<file path="config.mk">
export PLATFORM = sky130hd
export DESIGN_NAME = stream_serializer
export DESIGN_NICKNAME = d
export VERILOG_FILES = /design/src/rtl/stream_serializer.sv
export SDC_FILE = /design/constraint.sdc
export NUM_CORES = 1
export LEC_CHECK = 0
export CORE_ASPECT_RATIO = 1.2
export CORE_MARGIN = 2
export CORE_UTILIZATION = 52
export DETAILED_ROUTE_END_ITERATION = 6
export GPL_TIMING_DRIVEN = 0
export HOLD_SLACK_MARGIN = 0.08
export PLACE_DENSITY = 0.85
export SKIP_CTS_REPAIR_TIMING = 1
export SLEW_MARGIN = 20
export SYNTH_ARGS = -nofsm -noshare
export SYNTH_HDL_FRONTEND = slang
export SYNTH_SLANG_ARGS = --single-unit
</file>
<file path="constraint.sdc">
create_clock -name clock -period 2.2 [get_ports clock]
set_input_delay 0.44 -clock clock [delete_from_list [all_inputs] [get_ports clock]]
set_output_delay 0.44 -clock clock [all_outputs]
set_load 0.02 [all_outputs]
</file>
<file path="src/rtl/stream_serializer.sv">
// stream_serializer: splits each IN_WIDTH word into IN_WIDTH/OUT_WIDTH narrow beats,
// with valid/ready handshakes on both the wide input and the narrow output.
module stream_serializer #(
    parameter int IN_WIDTH  = 32,
    parameter int OUT_WIDTH = 8,
    parameter bit MSB_FIRST = 1'b0
) (
    input  logic                 clock,
    input  logic                 reset,
    input  logic                 stream0_valid,
    output logic                 stream0_ready,
    input  logic [IN_WIDTH-1:0]  stream0_data,
    output logic                 stream1_valid,
    input  logic                 stream1_ready,
    output logic [OUT_WIDTH-1:0] stream1_data,
    output logic                 stream1_last,
    output logic                 busy
);
    localparam int RATIO = IN_WIDTH / OUT_WIDTH;
    localparam int BW = $clog2(RATIO);
    localparam logic [BW-1:0] LAST_BEAT = BW'(RATIO - 1);

    typedef enum logic {IDLE, SEND} state_t;

    state_t              state_q, state_d;
    logic [BW-1:0]       beat_q, beat_d;
    logic [IN_WIDTH-1:0] shreg_q, shreg_d;
    logic                accept;

    assign stream0_ready = state_q == IDLE || (stream1_ready && beat_q == LAST_BEAT);
    assign accept        = stream0_valid && stream0_ready;
    assign stream1_valid = state_q == SEND;
    assign stream1_last  = state_q == SEND && beat_q == LAST_BEAT;
    assign busy          = stream1_valid;
    // The outgoing slice always sits at the end of the shift register nearest the send side
    assign stream1_data  = MSB_FIRST ? shreg_q[IN_WIDTH-1 -: OUT_WIDTH] : shreg_q[OUT_WIDTH-1:0];

    always_comb begin
        state_d = state_q;
        beat_d  = beat_q;
        shreg_d = shreg_q;
        if (accept) begin
            state_d = SEND;
            beat_d  = '0;
            shreg_d = stream0_data;
        end else if (stream1_last && stream1_ready) begin
            state_d = IDLE;
        end else if (state_q == SEND && stream1_ready) begin
            beat_d  = beat_q + BW'(1);
            shreg_d = MSB_FIRST ? shreg_q << OUT_WIDTH : shreg_q >> OUT_WIDTH;
        end
    end

    always_ff @(posedge clock or negedge reset) begin
        if (!reset) begin
            state_q <= IDLE;
            beat_q  <= '0;
            shreg_q <= '0;
        end else begin
            state_q <= state_d;
            beat_q  <= beat_d;
            shreg_q <= shreg_d;
        end
    end
endmodule

</file>
* Word-level counts from Yosys, hierarchy flattened
Cells that the tools add are included.
W data, S select, Z words.
** Storage, ports and cells
- Bits in registers :: 35
- Input bits :: 36
- Output and inout port bits :: 12
- Logic and storage cells :: 24
** Operators by class
- Add/sub/neg operators :: 1
- Eq/ne operators :: 2
- Multiplexer cells :: 8
- Bitwise gates (word level) :: 1
- Reductions and logical operators :: 9
** Operator list (number)
- $mux W32 :: 3
- $mux W2 :: 3
- $logic_and A1 B1 Y1 :: 5
- $reduce_bool A2 Y1 :: 2
- $add A2 B1 Y2 const B :: 1
- $eq A2 B2 Y1 const B :: 1
- $mux W1 :: 2
- $ne A2 B2 Y1 const B :: 1
- $reduce_and A2 Y1 :: 1
- $logic_or A1 B1 Y1 :: 1
- $not A1 Y1 :: 1

* Logic depth before layout (Yosys ltp)
Gate-level depths: netlist of the first run.
- Depth in word-level cells :: 6
- Gate-level depth with buffers :: 6

* Worst setup path after synthesis of the first run
Ideal clock, no wire load.
- Path kind :: reg2out
- Start :: reg state_q (netlist: busy)
- End :: out stream1_last
- Arrival time :: 1.210 ns
- Data required time :: 1.760 ns
- Path slack :: 0.550 ns
- Stages on the path, launching flop included :: 4
- Path through :: dfrtp_1 -> buf_2 -> clkbuf_1 -> and2_2
** Between the ends
- Word-level cells in the longest chain between the ends :: 1
** Ends and longest elaborated chain
- start, declared :: RTL line 25 : state_t state_q, state_d;
- start signal, assigned :: RTL line 60 : state_q <= state_d;
- $logic_and A1 B1 Y1 :: RTL line 33 : assign stream1_last = state_q == SEND && beat_q == LAST_BEAT;
- end, declared :: RTL line 16 : output logic stream1_last,
No other way between the ends.

* Worst setup path after layout of the first run
- Start :: in stream1_ready
- End :: out stream0_ready
** Between the ends
- Word-level cells in the longest chain between the ends :: 2
** Ends and longest elaborated chain
- start, declared :: RTL line 14 : input logic stream1_ready,
- $logic_and A1 B1 Y1 :: RTL line 30 : assign stream0_ready = state_q == IDLE || (stream1_ready && beat_q == LAST_BEAT);
- $logic_or A1 B1 Y1 :: RTL line 30
- end, declared :: RTL line 11 : output logic stream0_ready,
No other way between the ends.

==> results of run 1 <==
cells in the final DEF (no fill, tap or decap):
cell             instances
and2_2                   1
buf_6                    8
dlymetal6s2s_1           2
or2_2                    1
dfrtp_1                 35
clkdlybuf4s50_1         44
o22ai_2                  1
clkbuf_1                 2
clkbuf_4                 1
buf_12                   1
o22ai_1                 25
a21boi_4                 1
ha_2                     1
inv_1                   52
buf_4                    9
nor2_2                   1
nand2b_1                 1
a22o_1                  10
nor2b_2                  2
dlygate4sd3_1            1
mux2i_1                  1
buf_2                    4
clkbuf_8                 7
a222oi_1                24
per-layer routing:
| metal | up-vias | track usage | wire [um] |
|---|---|---|---|
| met5 | - | 0 | 0 |
| met4 | 0 | 0.0956 | 78 |
| met3 | 11 | 0.0769 | 308 |
| met2 | 76 | 0.372 | 2210 |
| met1 | 782 | 0.301 | 1750 |
| li1 | 750 | - | - |
worst max-delay path, cell delays in order:
cell,delay [ns]
clkdlybuf4s50_1,0.43
buf_6,0.16
a21boi_4,0.17
inv_1,0.05
dlymetal6s2s_1,0.20
state kept, by name, indices dropped and copies added, names as in the netlist:
| signal | cells |
|---|---|
| beat_q | 2 |
| busy | 1 |
| shreg_q | 32 |
stage by stage:
step | utilization | TNS [ns]
final | 0.738 | 0
after global routing | 0.738 | 0
after CTS | 0.732 | -0.434
after detailed placement | 0.703 | -0.0889
after global placement | 0.698 | -3.15
after floorplan | - | 0
layout make-up:
type / instances / area (um2)
buffer: 22 / 184
clock buffer: 8 / 100
fill: 254 / 881
inverter: 52 / 195
multi-input combinational: 69 / 584
sequential: 35 / 876
tap: 37 / 46.3
timing repair buffer: 49 / 500
final timing paths:
kind                                 end  slack [ns]  depth (start not counted)
max                        stream0_ready        0.31                          5
min                          shreg_q[30]        0.51                          1
max reg2reg                  shreg_q[23]        0.57                          5
min reg2reg                  shreg_q[30]        0.51                          1
max in group asynchronous    shreg_q[25]        1.23                          3
min in group asynchronous     shreg_q[6]        0.55                          2
cells by family after synthesis:
family | synth area share
flip-flops | 0.477
AO/OA/AOI/OAI | 0.281
adder cells (fa/ha/maj) | 0.00682
AND/OR/NAND/NOR | 0.0239
multiplexers | 0.00546
buffers and inverters | 0.205
where the power goes:
part           leakage [nW]  switching (mW)  internal (mW)
Clock                0.0515           0.229          0.286
Sequential            0.416           0.230          0.921
Combinational         0.845           0.602          0.708
Total                  1.31            1.06           1.91
==> results.sh, run 1 <==
export IMPL_status="finished clean"
export IMPL_ys_ff_latch=35
export IMPL_syn_area_um2=1830
export IMPL_worstPathRequired_ns=1.76
export IMPL_synth_largest_area_cell="dfrtp_1"
export IMPL_synth_area_per_cell_um2=10.2
export IMPL_period_share=0.857
export IMPL_grt_overflow=0
export IMPL_cts_tree="built"
export IMPL_hpwlAfterDp_mm=3.10
export IMPL_crit_start="stream1_ready"
export IMPL_worst_slack_ns=0.314
export IMPL_ys_types=19
export IMPL_min_path_type="reg -> reg"
export IMPL_io_buffers=47
export IMPL_ys_seq_area_frac=0.477
export IMPL_r2r_start="beat_q[0]"
export IMPL_fin_cells=272
export IMPL_dieArea_um2=4020
export IMPL_place_area_um2=2370
export IMPL_cts_root_buf="clkbuf_8"
export IMPL_dr_total_vias=1619
export IMPL_drcViolationCount=0
export IMPL_yosys_warnings=0
export IMPL_whs_ns=0.509
export IMPL_critical_path_class="in -> out"
export IMPL_drive_gt1_frac=0.162
export IMPL_grtUsageTotal=0.238
export IMPL_final_cell_area_um2=2490
export IMPL_yosysTopAreaCellShare=0.477
export IMPL_dp_cells=264
export IMPL_fmax_mhz=530
export IMPL_peakVddDrop_uv=837
export IMPL_dieHeight_um=69.1
export IMPL_numCtsBuffers=5
export IMPL_ys_top_cells_by_count="52 x inv_1, 35 x dfrtp_1, 25 x o22ai_1"
export IMPL_cts_sinks=35
export IMPL_cp_end_kind="primary output"
export IMPL_boundaryPins=48
export IMPL_grt_pass1_wl_mm=7.33
export IMPL_setup_viol=0
export IMPL_path_max_fanout=10
export IMPL_syn_inst=179
export IMPL_drt_wirelength_per_cell_um=16.0
export IMPL_area_delta_synth_final_pct=35.5
export IMPL_insertion_delay_ns=0.29
export IMPL_dieWidth_um=58.2
export IMPL_diodes=0
export IMPL_htreeDepth=2
export IMPL_cts_clk_slew_worst_paths_ns=0.07
export IMPL_grt_pass1_vias=1583
export IMPL_cts_max_path_buffers=2
export IMPL_yosysMostFrequentCell="inv_1"
export IMPL_initial_core_util=0.545
export IMPL_coreArea_um2=3370
export IMPL_min_from="shreg_q[30]"
export IMPL_grt_max_degree=26
export IMPL_firstDrtPassIters=6
export IMPL_relSlewSlack=0.714
export IMPL_rsz0062_at_grt="no"
export IMPL_layout_min_cycle_time_ns=1.89
export IMPL_power_density_nw_per_um2=1200
export IMPL_synth_edff_count=0
export IMPL_syn_nets=216
export IMPL_rows=23
export IMPL_p_total_mw=2.98
export IMPL_drt_total_wl_mm=4.35
export IMPL_via_per_inst=5.95
export IMPL_worst_pin_slew_ns=0.429
export IMPL_pre_cts_slack_ns=-0.0583
export IMPL_fin_nets=271
export IMPL_synthArstFlopShare=1.00
export IMPL_yosys_top_cells_area="dfrtp_1 48%, a222oi_1 13%, inv_1 11%, o22ai_1 8.5%, a22o_1 4.8%"
export IMPL_synth_flop_cell="dfrtp_1"
export IMPL_drv_slew=0
export IMPL_drv_cap=0
export IMPL_ant_nets=0
export IMPL_drt_iter0_drc=182
export IMPL_finalHoldViolCount=0
export IMPL_startpoint_type="primary input"
export IMPL_gp_congestion=0.817
export IMPL_finalClockSkew_ns=0.00281
export IMPL_leakage_nw=1.31
export IMPL_crit_arrival_ns=1.45
export IMPL_antenna_found_initial=0
Note: power is estimated with default switching activity, not from simulation.
==> run 2: changes to the inputs <==
- CELL_PAD_IN_SITES_DETAIL_PLACEMENT: unset -> 0
- CELL_PAD_IN_SITES_GLOBAL_PLACEMENT: unset -> 2
- CORE_UTILIZATION: 52 -> 32
- PLACE_DENSITY: 0.85 -> unset
- PLACE_DENSITY_LB_ADDON: unset -> 0.1
==> run 2 against run 1 <==
Net effect:
- final area grew 1.3%
- core utilization fell by 29 points
- first-iteration DRC count fell by 14%
- critical path depth shrank 2
- non-clock buffer count stayed put
- combinational power is essentially flat
==> results.sh, run 2 (synthesis results as in run 1) <==
export IMPL_status="finished clean"
export IMPL_cp_end_kind="primary output"
export IMPL_finalHoldViolCount=0
export IMPL_via_per_inst=5.27
export IMPL_fin_nets=271
export IMPL_leakage_nw=1.30
export IMPL_drt_iter0_drc=156
export IMPL_layout_commonest_cell="inv_1"
export IMPL_wl_met1_mm=2.10
export IMPL_worstPathRequired_ns=1.76
export IMPL_slowest_delay_ns=0.59
export IMPL_hold_depth=1
export IMPL_worst_pin_slew_ns=0.447
export IMPL_fmax_mhz=471
export IMPL_switching_share=0.354
export IMPL_cts_clk_slew_worst_paths_ns=0.07
export IMPL_drive_gt1_frac=0.162
export IMPL_worst_slack_ns=0.0782
export IMPL_cts_sinks=35
export IMPL_coreArea_um2=5590
export IMPL_cts_root_buf="clkbuf_8"
export IMPL_min_path_type="reg -> reg"
export IMPL_pwr_share_clk=0.173
export IMPL_dieArea_um2=6360
export IMPL_dr_wl_met3_um=299
export IMPL_layout_min_cycle_time_ns=2.12
export IMPL_crit_chain="ha_2 -> and2_2 -> clkdlybuf4s50_1"
export IMPL_p_int_mw=1.92
export IMPL_rows=30
export IMPL_cts_max_path_buffers=2
export IMPL_whs_ns=0.509
export IMPL_grt_pass1_wl_mm=7.83
export IMPL_top_layer_used="met4"
export IMPL_min_from="shreg_q[25]"
export IMPL_setup_viol=0
export IMPL_numCtsBuffers=5
export IMPL_largest_reg_flops=32
export IMPL_finalClockSkew_ns=0.00451
export IMPL_switching_power_mw=1.05
export IMPL_grt_overflow=0
export IMPL_drcViolationCount=0
export IMPL_fin_cells=299
export IMPL_fin_util=0.450
export IMPL_path_max_fanout=4
export IMPL_dieHeight_um=86.9
export IMPL_crit_arrival_ns=1.68
export IMPL_antenna_found_initial=0
export IMPL_hpwlAfterDp_mm=3.45
export IMPL_peakVddDrop_uv=468
export IMPL_pre_cts_slack_ns=-0.0914
export IMPL_drt_wirelength_per_cell_um=15.8
export IMPL_boundaryPins=48
export IMPL_rsz0062_at_grt="no"
export IMPL_met2RoutedLength_mm=2.27
export IMPL_cpMaxStageDelayCell="clkdlybuf4s50_1"
export IMPL_relSlewSlack=0.702
export IMPL_dp_cells=291
export IMPL_power_density_nw_per_um2=1180
export IMPL_p_seq_frac=0.389
export IMPL_drv_slew=0
export IMPL_critical_path_class="reg -> out"
export IMPL_ant_nets=0
export IMPL_top_register="shreg_q"
export IMPL_firstDrtPassIters=5
export IMPL_grtUsageTotal=0.161
export IMPL_cts_tree="built"
export IMPL_htreeDepth=2
export IMPL_startpoint_type="flop"
export IMPL_p_total_mw=2.97
export IMPL_area_delta_synth_final_pct=37.2
export IMPL_grt_max_degree=29
export IMPL_pwr_share_comb=0.439
export IMPL_period_share=0.964
export IMPL_drt_total_wl_mm=4.73
export IMPL_dieWidth_um=73.1
export IMPL_initial_core_util=0.328
export IMPL_dr_total_vias=1575
export IMPL_drv_cap=0
export IMPL_insertion_delay_ns=0.28
export IMPL_gp_congestion=0.694
export IMPL_mostFrequentLayoutCells="52 x inv_1, 45 x clkdlybuf4s50_1, 35 x dfrtp_1"
export IMPL_io_buffers=47
export IMPL_reg2reg_depth=5
export IMPL_diodes=0
export IMPL_crit_start="beat_q[0]"
export IMPL_grt_pass1_vias=1587
export IMPL_r2r_start="beat_q[0]"
[run 2: cell count changes in the layout (fill, tap and decap cells not counted), sizes merged]
cell and delta:
clkdlybuf4s50 +1, dlymetal6s2s -1
[run 2: final cells by class]
class,count,area [um2]
plain buffers,22,184
clock buffers,8,100
fillers,542,3080
inverters,52,195
multi-input cells,69,584
flip-flops and latches,35,876
well taps,64,80.1
repair buffers,49,498
[run 2: power by group through the flow]
stage               registers, mW  logic (mW)  clock network (mW)
floorplan                    1.09       0.911                   0
global placement             1.14        1.26                   0
detailed placement           1.16        1.31                   0
CTS                          1.15        1.31               0.522
global route                 1.19        1.43               0.557
finish                       1.15        1.30               0.512
[run 2: critical path: cells and delay by family, from the launching register on]
kind	cells	cell delay [ns]
flip-flops	1	0.40
adder cells (fa/ha/maj)	1	0.26
buffers and inverters	1	0.59
AND/OR/NAND/NOR	1	0.15
[run 2: final timing paths]
kind	endpoint	slack, ns
worst max-delay path	stream1_last	0.08
worst min-delay path	shreg_q[25]	0.51
worst max register to register	shreg_q[18]	0.54
worst min register to register	shreg_q[25]	0.51
max in group asynchronous	shreg_q[18]	1.24
min in group asynchronous	shreg_q[2]	0.55
[run 2: layer usage]
| metal | track usage | up-vias |
|---|---|---|
| li1 | - | 750 |
| met1 | 0.206 | 763 |
| met2 | 0.268 | 56 |
| met3 | 0.0382 | 6 |
| met4 | 0.0505 | 0 |
| met5 | 0 | - |
[run 2: stage by stage]
stage | setup TNS (ns) | area, um2
3_3_place_gp | -4.40 | 2380
4_1_cts | -0.499 | 2500
6_report | 0 | 2520
2_1_floorplan | 0 | 1830
5_1_grt | 0 | 2520
3_5_place_dp | -0.170 | 2400
==> run 3: changes to the inputs <==
- CAP_MARGIN: unset -> 20
==> results of run 3 <==
No change in the layout: final DEF, timing and power equal those of run 2.
